### config.mk
export PLATFORM = sky130hd
export DESIGN_NAME = fetch_queue
export DESIGN_NICKNAME = d
export VERILOG_FILES = /design/src/rtl/fetch_queue_pkg.sv /design/src/rtl/fetch_queue_ram.sv /design/src/rtl/fetch_queue.sv
export SDC_FILE = /design/constraint.sdc
export NUM_CORES = 1
export LEC_CHECK = 0
export BUFFER_PORTS_ARGS = -buffer_cell sky130_fd_sc_hd__buf_2
export CAP_MARGIN = 10
export CORE_AREA = 2 2 186 188
export DETAILED_ROUTE_END_ITERATION = 16
export DIE_AREA = 0 0 188 190
export GPL_TIMING_DRIVEN = 0
export SLEW_MARGIN = 20
export SYNTH_ARGS = -nofsm -noshare
export SYNTH_HDL_FRONTEND = slang
export SYNTH_SLANG_ARGS = --single-unit
### constraint.sdc
create_clock -name clk -period 7.7 [get_ports clk]
set_input_delay 1.54 -clock clk [delete_from_list [all_inputs] [get_ports clk]]
set_output_delay 1.54 -clock clk [all_outputs]
set_load 0.1 [all_outputs]
### src/rtl/fetch_queue_pkg.sv
// Shared types for the fetch/decode boundary: the fetch beat and the fetch queue sizing.
package fetch_queue_pkg;

  localparam int FQ_DEPTH = 4;
  localparam int FQ_PTR_W = $clog2(FQ_DEPTH);

  typedef logic [FQ_PTR_W-1:0] fq_ptr_t;

  typedef struct packed {
    logic [31:0] pc;
    logic [31:0] raw_instr;
    logic [31:0] iresp_data;
    logic        bubble;
    logic        valid;
  } fetch_data_t;

endpackage

### src/rtl/fetch_queue_ram.sv
// Fetch queue storage: DEPTH entries, one synchronous write port, one asynchronous read port.
module fq_ram
  import fetch_queue_pkg::*;
#(
  parameter int DEPTH = FQ_DEPTH,
  parameter int PTR_W = $clog2(DEPTH)
) (
  input  logic             clk,
  input  logic             we,
  input  logic [PTR_W-1:0] waddr,
  input  fetch_data_t      wdata,
  input  logic [PTR_W-1:0] raddr,
  output fetch_data_t      rdata
);

  fetch_data_t mem [DEPTH];

  always_ff @(posedge clk) begin
    if (we) mem[waddr] <= wdata;
  end

  assign rdata = mem[raddr];

endmodule

### src/rtl/fetch_queue.sv
// Instruction queue between fetch and decode; absorbs decode stalls, flushed on branch redirect.
module fetch_queue
  import fetch_queue_pkg::*;
#(
  parameter int DEPTH = FQ_DEPTH,
  localparam int PTR_W = $clog2(DEPTH)
) (
  input  logic             clk,
  input  logic             reset,
  input  fetch_data_t      dataF,
  input  logic             push,
  output logic             q_full,
  input  logic             flush,
  output fetch_data_t      dataQ,
  output logic             q_valid,
  input  logic             pop,
  output logic [PTR_W:0]   q_count
);

  localparam logic [PTR_W-1:0] PTR_ONE  = PTR_W'(1);
  localparam logic [PTR_W:0]   CNT_ONE  = (PTR_W + 1)'(1);
  localparam logic [PTR_W:0]   CNT_FULL = (PTR_W + 1)'(DEPTH);

  logic [PTR_W-1:0] rd_ptr, wr_ptr, rd_ptr_nxt, wr_ptr_nxt;
  logic [PTR_W:0]   count, count_nxt;
  logic             push_ok, pop_ok;
  fetch_data_t      head;

  assign push_ok = push & ~q_full & ~flush;
  assign pop_ok  = pop & q_valid & ~flush;

  always_comb begin
    rd_ptr_nxt = rd_ptr;
    wr_ptr_nxt = wr_ptr;
    count_nxt  = count;
    if (flush) begin
      rd_ptr_nxt = '0;
      wr_ptr_nxt = '0;
      count_nxt  = '0;
    end else begin
      if (push_ok) wr_ptr_nxt = wr_ptr + PTR_ONE;
      if (pop_ok)  rd_ptr_nxt = rd_ptr + PTR_ONE;
      case ({push_ok, pop_ok})
        2'b10:   count_nxt = count + CNT_ONE;
        2'b01:   count_nxt = count - CNT_ONE;
        default: count_nxt = count;
      endcase
    end
  end

  // q_full/q_valid are registered from count_nxt so neither depends on same-cycle push/pop.
  always_ff @(posedge clk or negedge reset) begin
    if (!reset) begin
      rd_ptr  <= '0;
      wr_ptr  <= '0;
      count   <= '0;
      q_full  <= 1'b0;
      q_valid <= 1'b0;
    end else begin
      rd_ptr  <= rd_ptr_nxt;
      wr_ptr  <= wr_ptr_nxt;
      count   <= count_nxt;
      q_full  <= (count_nxt == CNT_FULL);
      q_valid <= (count_nxt != '0);
    end
  end

  fq_ram #(.DEPTH(DEPTH), .PTR_W(PTR_W)) u_ram (
    .clk   (clk),
    .we    (push_ok),
    .waddr (wr_ptr),
    .wdata (dataF),
    .raddr (rd_ptr),
    .rdata (head)
  );

  // Storage is not reset, so an empty queue presents a clean zero bubble instead of stale data.
  always_comb begin
    if (q_valid) begin
      dataQ        = head;
      dataQ.valid  = 1'b1;
      dataQ.bubble = 1'b0;
    end else begin
      dataQ        = '0;
      dataQ.bubble = 1'b1;
    end
  end

  assign q_count = count;

  // Fetch may still offer beats while full; these check that none are ever accepted.
  a_no_push_full: assert property (@(posedge clk) disable iff (!reset) !(push_ok && q_full));
  a_no_pop_empty: assert property (@(posedge clk) disable iff (!reset) !(pop_ok && !q_valid));
  a_count_range:  assert property (@(posedge clk) disable iff (!reset) count <= CNT_FULL);
  a_no_bubble:    assert property (@(posedge clk) disable iff (!reset) !(push && dataF.bubble));

endmodule

==> impl_metrics.prom <==
# TYPE chip_impl_metric gauge
chip_impl_info{name="cp_top_family",value="buffers and inverters"} 1
chip_impl_metric{name="total_leakage_power",unit="nW"} 6.348
chip_impl_metric{name="netlist.area_leader.share",unit="%"} 76.88
chip_impl_metric{name="clock_insertion_delay_worst_skew",unit="ns"} 0.51
chip_impl_metric{name="finalHoldWorstSlack",unit="ns"} 0.6040
chip_impl_metric{name="worst-slew-pin-transition",unit="ns"} 0.7762
chip_impl_metric{name="core",unit="mm2"} 0.03395
chip_impl_metric{name="synth.net_count",unit=""} 769
chip_impl_info{name="rsz0062_at_grt",value="no"} 1
chip_impl_metric{name="worstRegToRegCells",unit=""} 7
chip_impl_metric{name="totalNegativeSetupSlack",unit="ns"} 0
chip_impl_info{name="worstPathCellList",value="clkbuf_1 > clkbuf_1 > and2_1 > buf_2"} 1
chip_impl_info{name="highest_delay_cell_along_the_critical_path",value="sky130_fd_sc_hd__dfrtp_1"} 1
chip_impl_metric{name="drive_gt1_share",unit="%"} 40.93
chip_impl_metric{name="layout_worst_path_cycle_share",unit="%"} 57.50
chip_impl_metric{name="crit_fanout",unit=""} 11
chip_impl_metric{name="slew_violations",unit=""} 0
chip_impl_info{name="crit_path_end_kind",value="output pin"} 1
chip_impl_metric{name="setup_slack",unit="ns"} 3.273
chip_impl_metric{name="gp_congestion",unit=""} 0.6876
chip_impl_metric{name="pwr_density_cell",unit="mW/mm2"} 291.4
chip_impl_metric{name="ant_nets",unit=""} 0
chip_impl_metric{name="io_buffers",unit=""} 203
chip_impl_metric{name="design_power_total",unit="mW"} 5.309
chip_impl_metric{name="synthesis.area",unit="mm2"} 0.01500
chip_impl_metric{name="postSynthAreaPerCell",unit="um2"} 22.72
chip_impl_metric{name="fp-row-count",unit=""} 68
chip_impl_metric{name="sequential_cell_area",unit="mm2"} 0.01176
chip_impl_info{name="tritoncts",value="built"} 1
chip_impl_metric{name="post-cts-setup-buffers",unit=""} 0
chip_impl_metric{name="postLayoutCoreUtil",unit="%"} 53.67
chip_impl_metric{name="postSynth.asyncResetShare",unit="%"} 2.290
chip_impl_metric{name="post-route-min-period",unit="ns"} 4.427
chip_impl_metric{name="ios",unit=""} 206
chip_impl_metric{name="setup_viol_count_final",unit=""} 0
chip_impl_info{name="holdCritPathClass",value="reg2reg"} 1
chip_impl_metric{name="cp.buffers_inverters",unit=""} 3
chip_impl_metric{name="die-area",unit="mm2"} 0.03572
chip_impl_metric{name="slew_headroom",unit="%"} 48.25
chip_impl_metric{name="post_synthesis_sequential_area_ratio",unit="%"} 78.38
chip_impl_metric{name="path_depth",unit=""} 4
chip_impl_metric{name="multi_input_area",unit="mm2"} 0.003048
chip_impl_metric{name="clkSinkCount",unit=""} 393
chip_impl_metric{name="final_hpwl_dp",unit="um"} 18480
chip_impl_metric{name="timing.clock.skew",unit="ns"} 0.006304
chip_impl_metric{name="pre_cts_ws",unit="ns"} 3.702
chip_impl_metric{name="hold_fix_buffers_cts",unit=""} 0
chip_impl_info{name="run_status",value="completed"} 1
chip_impl_metric{name="global_route.overflow_total",unit=""} 0
chip_impl_info{name="ctsRootBufferMaster",value="sky130_fd_sc_hd__clkbuf_16"} 1
chip_impl_metric{name="detail_route.first_pass.iterations",unit=""} 5
chip_impl_metric{name="synth.yosys.warnings",unit=""} 0
chip_impl_metric{name="maxCapViolCount",unit=""} 0
chip_impl_info{name="cp-start-kind",value="register"} 1
chip_impl_metric{name="cts_inserted_buffers",unit=""} 42
chip_impl_info{name="synth-main-ff-cell",value="sky130_fd_sc_hd__edfxtp_1"} 1
chip_impl_metric{name="synthCells",unit=""} 660
chip_impl_metric{name="clk_transition_reported_paths",unit="ns"} 0.06
chip_impl_metric{name="post_drt_wl_per_cell",unit="um"} 20.98
chip_impl_metric{name="hold_violations",unit=""} 0
chip_impl_metric{name="drt-initial-drc-count",unit=""} 439
chip_impl_metric{name="worst-endpoint-required",unit="ns"} 6.16
chip_impl_metric{name="area.growth.synth_to_final",unit="%"} 21.49
chip_impl_metric{name="via_count",unit=""} 7121
chip_impl_info{name="yosysTopAreaCell",value="sky130_fd_sc_hd__edfxtp_1"} 1
chip_impl_metric{name="max_stage_delay",unit="ns"} 0.84
chip_impl_metric{name="synth-edff-count",unit=""} 384
chip_impl_metric{name="maxClockFrequency",unit="GHz"} 0.2259
chip_impl_metric{name="initial_core_util",unit="%"} 44.18
chip_impl_info{name="synth.top_cells.by_area",value="sky130_fd_sc_hd__edfxtp_1 (77%), sky130_fd_sc_hd__mux4_2 (14%), sky130_fd_sc_hd__and2_1 (4.2%), sky130_fd_sc_hd__dfrtp_1 (1.5%), sky130_fd_sc_hd__ha_1 (0.42%)"} 1
chip_impl_metric{name="via_per_inst",unit=""} 5.065
chip_impl_metric{name="post_synth_num_cell_types",unit=""} 25
chip_impl_metric{name="die-height",unit="um"} 190
chip_impl_metric{name="grt_pass1_wl",unit="um"} 44510
chip_impl_metric{name="floorplan.die.width",unit="um"} 188
chip_impl_metric{name="grt_antenna_before_repair",unit=""} 9
chip_impl_info{name="crit_path_frequent_cell",value="sky130_fd_sc_hd__clkbuf_1"} 1
chip_impl_metric{name="holdPathStages",unit=""} 2
chip_impl_metric{name="layout.filler_cells",unit=""} 2647
chip_impl_metric{name="grt_pass1_vias",unit=""} 7527
chip_impl_metric{name="num-nets-final",unit=""} 1024
chip_impl_metric{name="drc",unit=""} 0
chip_impl_metric{name="htree_num_levels",unit=""} 2
chip_impl_metric{name="cts_resized",unit=""} 0
chip_impl_metric{name="globalRouteTotalUtil",unit="%"} 16.57
chip_impl_metric{name="timing.critical_path.arrival",unit="ns"} 2.89
chip_impl_info{name="synth_most_common_cell",value="sky130_fd_sc_hd__edfxtp_1"} 1
chip_impl_info{name="synth_common_cells",value="sky130_fd_sc_hd__edfxtp_1 (384), sky130_fd_sc_hd__and2_1 (100), sky130_fd_sc_hd__mux4_2 (96)"} 1
chip_impl_metric{name="grt_start_max_net_pins",unit=""} 43
chip_impl_metric{name="clock_path_buffers",unit=""} 3
chip_impl_metric{name="totalWireLength",unit="um"} 29500
chip_impl_metric{name="power.ir.vdd_worst",unit="uV"} 214.6
chip_impl_info{name="setup.worst_path.class",value="reg2out"} 1
chip_impl_metric{name="yosys_register_bits",unit=""} 393
==> sequential cells by signal, summed over array words and instances (netlist names) <==
register   count
u_ram.mem    384
q_valid        1
q_full         1
rd_ptr         2
q_count        3
wr_ptr         2
==> logic make-up after synthesis <==
| logic type | after synthesis | share of synthesized area (%) |
|---|---|---|
| buf+inv | 38 | 1.360 |
| compound gates | 3 | 0.1251 |
| fa+ha+maj | 6 | 0.5506 |
| flops | 393 | 78.38 |
| mux | 98 | 14.55 |
| xor+xnor | 5 | 0.2920 |
| simple gates | 117 | 4.738 |
==> worst min-delay path, delay by kind of cell (launching register included) <==
family,cells,cell delay [ns]
flops,1,0.35
simple gates,2,0.21
==> placed cells by master, fill, tap and decap left out, types with 2 or more instances in the layout <==
cell	synthesis	final
sky130_fd_sc_hd__edfxtp_1	384	384
sky130_fd_sc_hd__buf_2	12	215
sky130_fd_sc_hd__mux4_2	96	96
sky130_fd_sc_hd__and2_1	100	96
sky130_fd_sc_hd__clkbuf_16	0	45
sky130_fd_sc_hd__clkbuf_1	16	26
sky130_fd_sc_hd__dfrtp_1	9	9
sky130_fd_sc_hd__clkinv_1	0	8
sky130_fd_sc_hd__nor2_1	7	7
sky130_fd_sc_hd__clkinv_2	0	6
sky130_fd_sc_hd__buf_16	0	6
sky130_fd_sc_hd__ha_1	5	5
sky130_fd_sc_hd__bufinv_16	0	5
sky130_fd_sc_hd__inv_1	4	4
sky130_fd_sc_hd__and2_4	0	4
sky130_fd_sc_hd__diode_2	0	3
sky130_fd_sc_hd__buf_6	3	3
sky130_fd_sc_hd__buf_12	1	3
sky130_fd_sc_hd__xor2_1	3	3
sky130_fd_sc_hd__nor2b_1	3	3
sky130_fd_sc_hd__clkbuf_8	0	3
sky130_fd_sc_hd__buf_4	2	2
sky130_fd_sc_hd__nand2_1	2	2
sky130_fd_sc_hd__mux2i_1	2	2
sky130_fd_sc_hd__xnor2_1	2	2
sky130_fd_sc_hd__nor3b_1	2	2
==> metrics by stage <==
step | std cells | instance area [um2]
6_report | 1406 | 18220
5_1_grt | 1403 | 18210
4_1_cts | 1403 | 18210
3_5_place_dp | 1326 | 16800
3_3_place_gp | 1318 | 16580
2_1_floorplan | 660 | 15000
==> cell type report <==
class | instances | area share, %
Sequential cell | 393 | 64.52
Clock buffer | 58 | 6.613
Buffer | 34 | 1.037
Clock inverter | 19 | 1.154
Tap cell | 455 | 3.124
Inverter | 4 | 0.08240
Antenna cell | 3 | 0.04120
Multi-Input combinational cell | 229 | 16.73
Timing Repair Buffer | 211 | 6.702
==> per-layer routing <==
layer  global-route usage [%]  up-vias  share of wire, %
li1                         -     3208                 -
met1                    21.89     3644                43
met2                    27.02      204                48
met3                    5.313       53               7.4
met4                    3.876       12               1.7
met5                        0        -              0.27
==> report_power, final <==
part / leakage [nW] / switching, mW / internal (mW)
combinational: 2.04 / 0.643 / 0.204
clock: 0.695 / 0.765 / 1.26
sequential: 3.61 / 0.0211 / 2.42
==> final timing paths <==
check                           start          to  slack [ns]
max reg2reg                   q_valid     q_valid        4.83
max                           q_valid   dataQ[92]        3.27
max in group asynchronous       reset   rd_ptr[0]        6.65
min                        q_count[2]  q_count[2]        0.60
min reg2reg                q_count[2]  q_count[2]        0.60
min in group asynchronous       reset  q_count[2]        0.87
No activity file was read; power rests on OpenSTA's default activity.
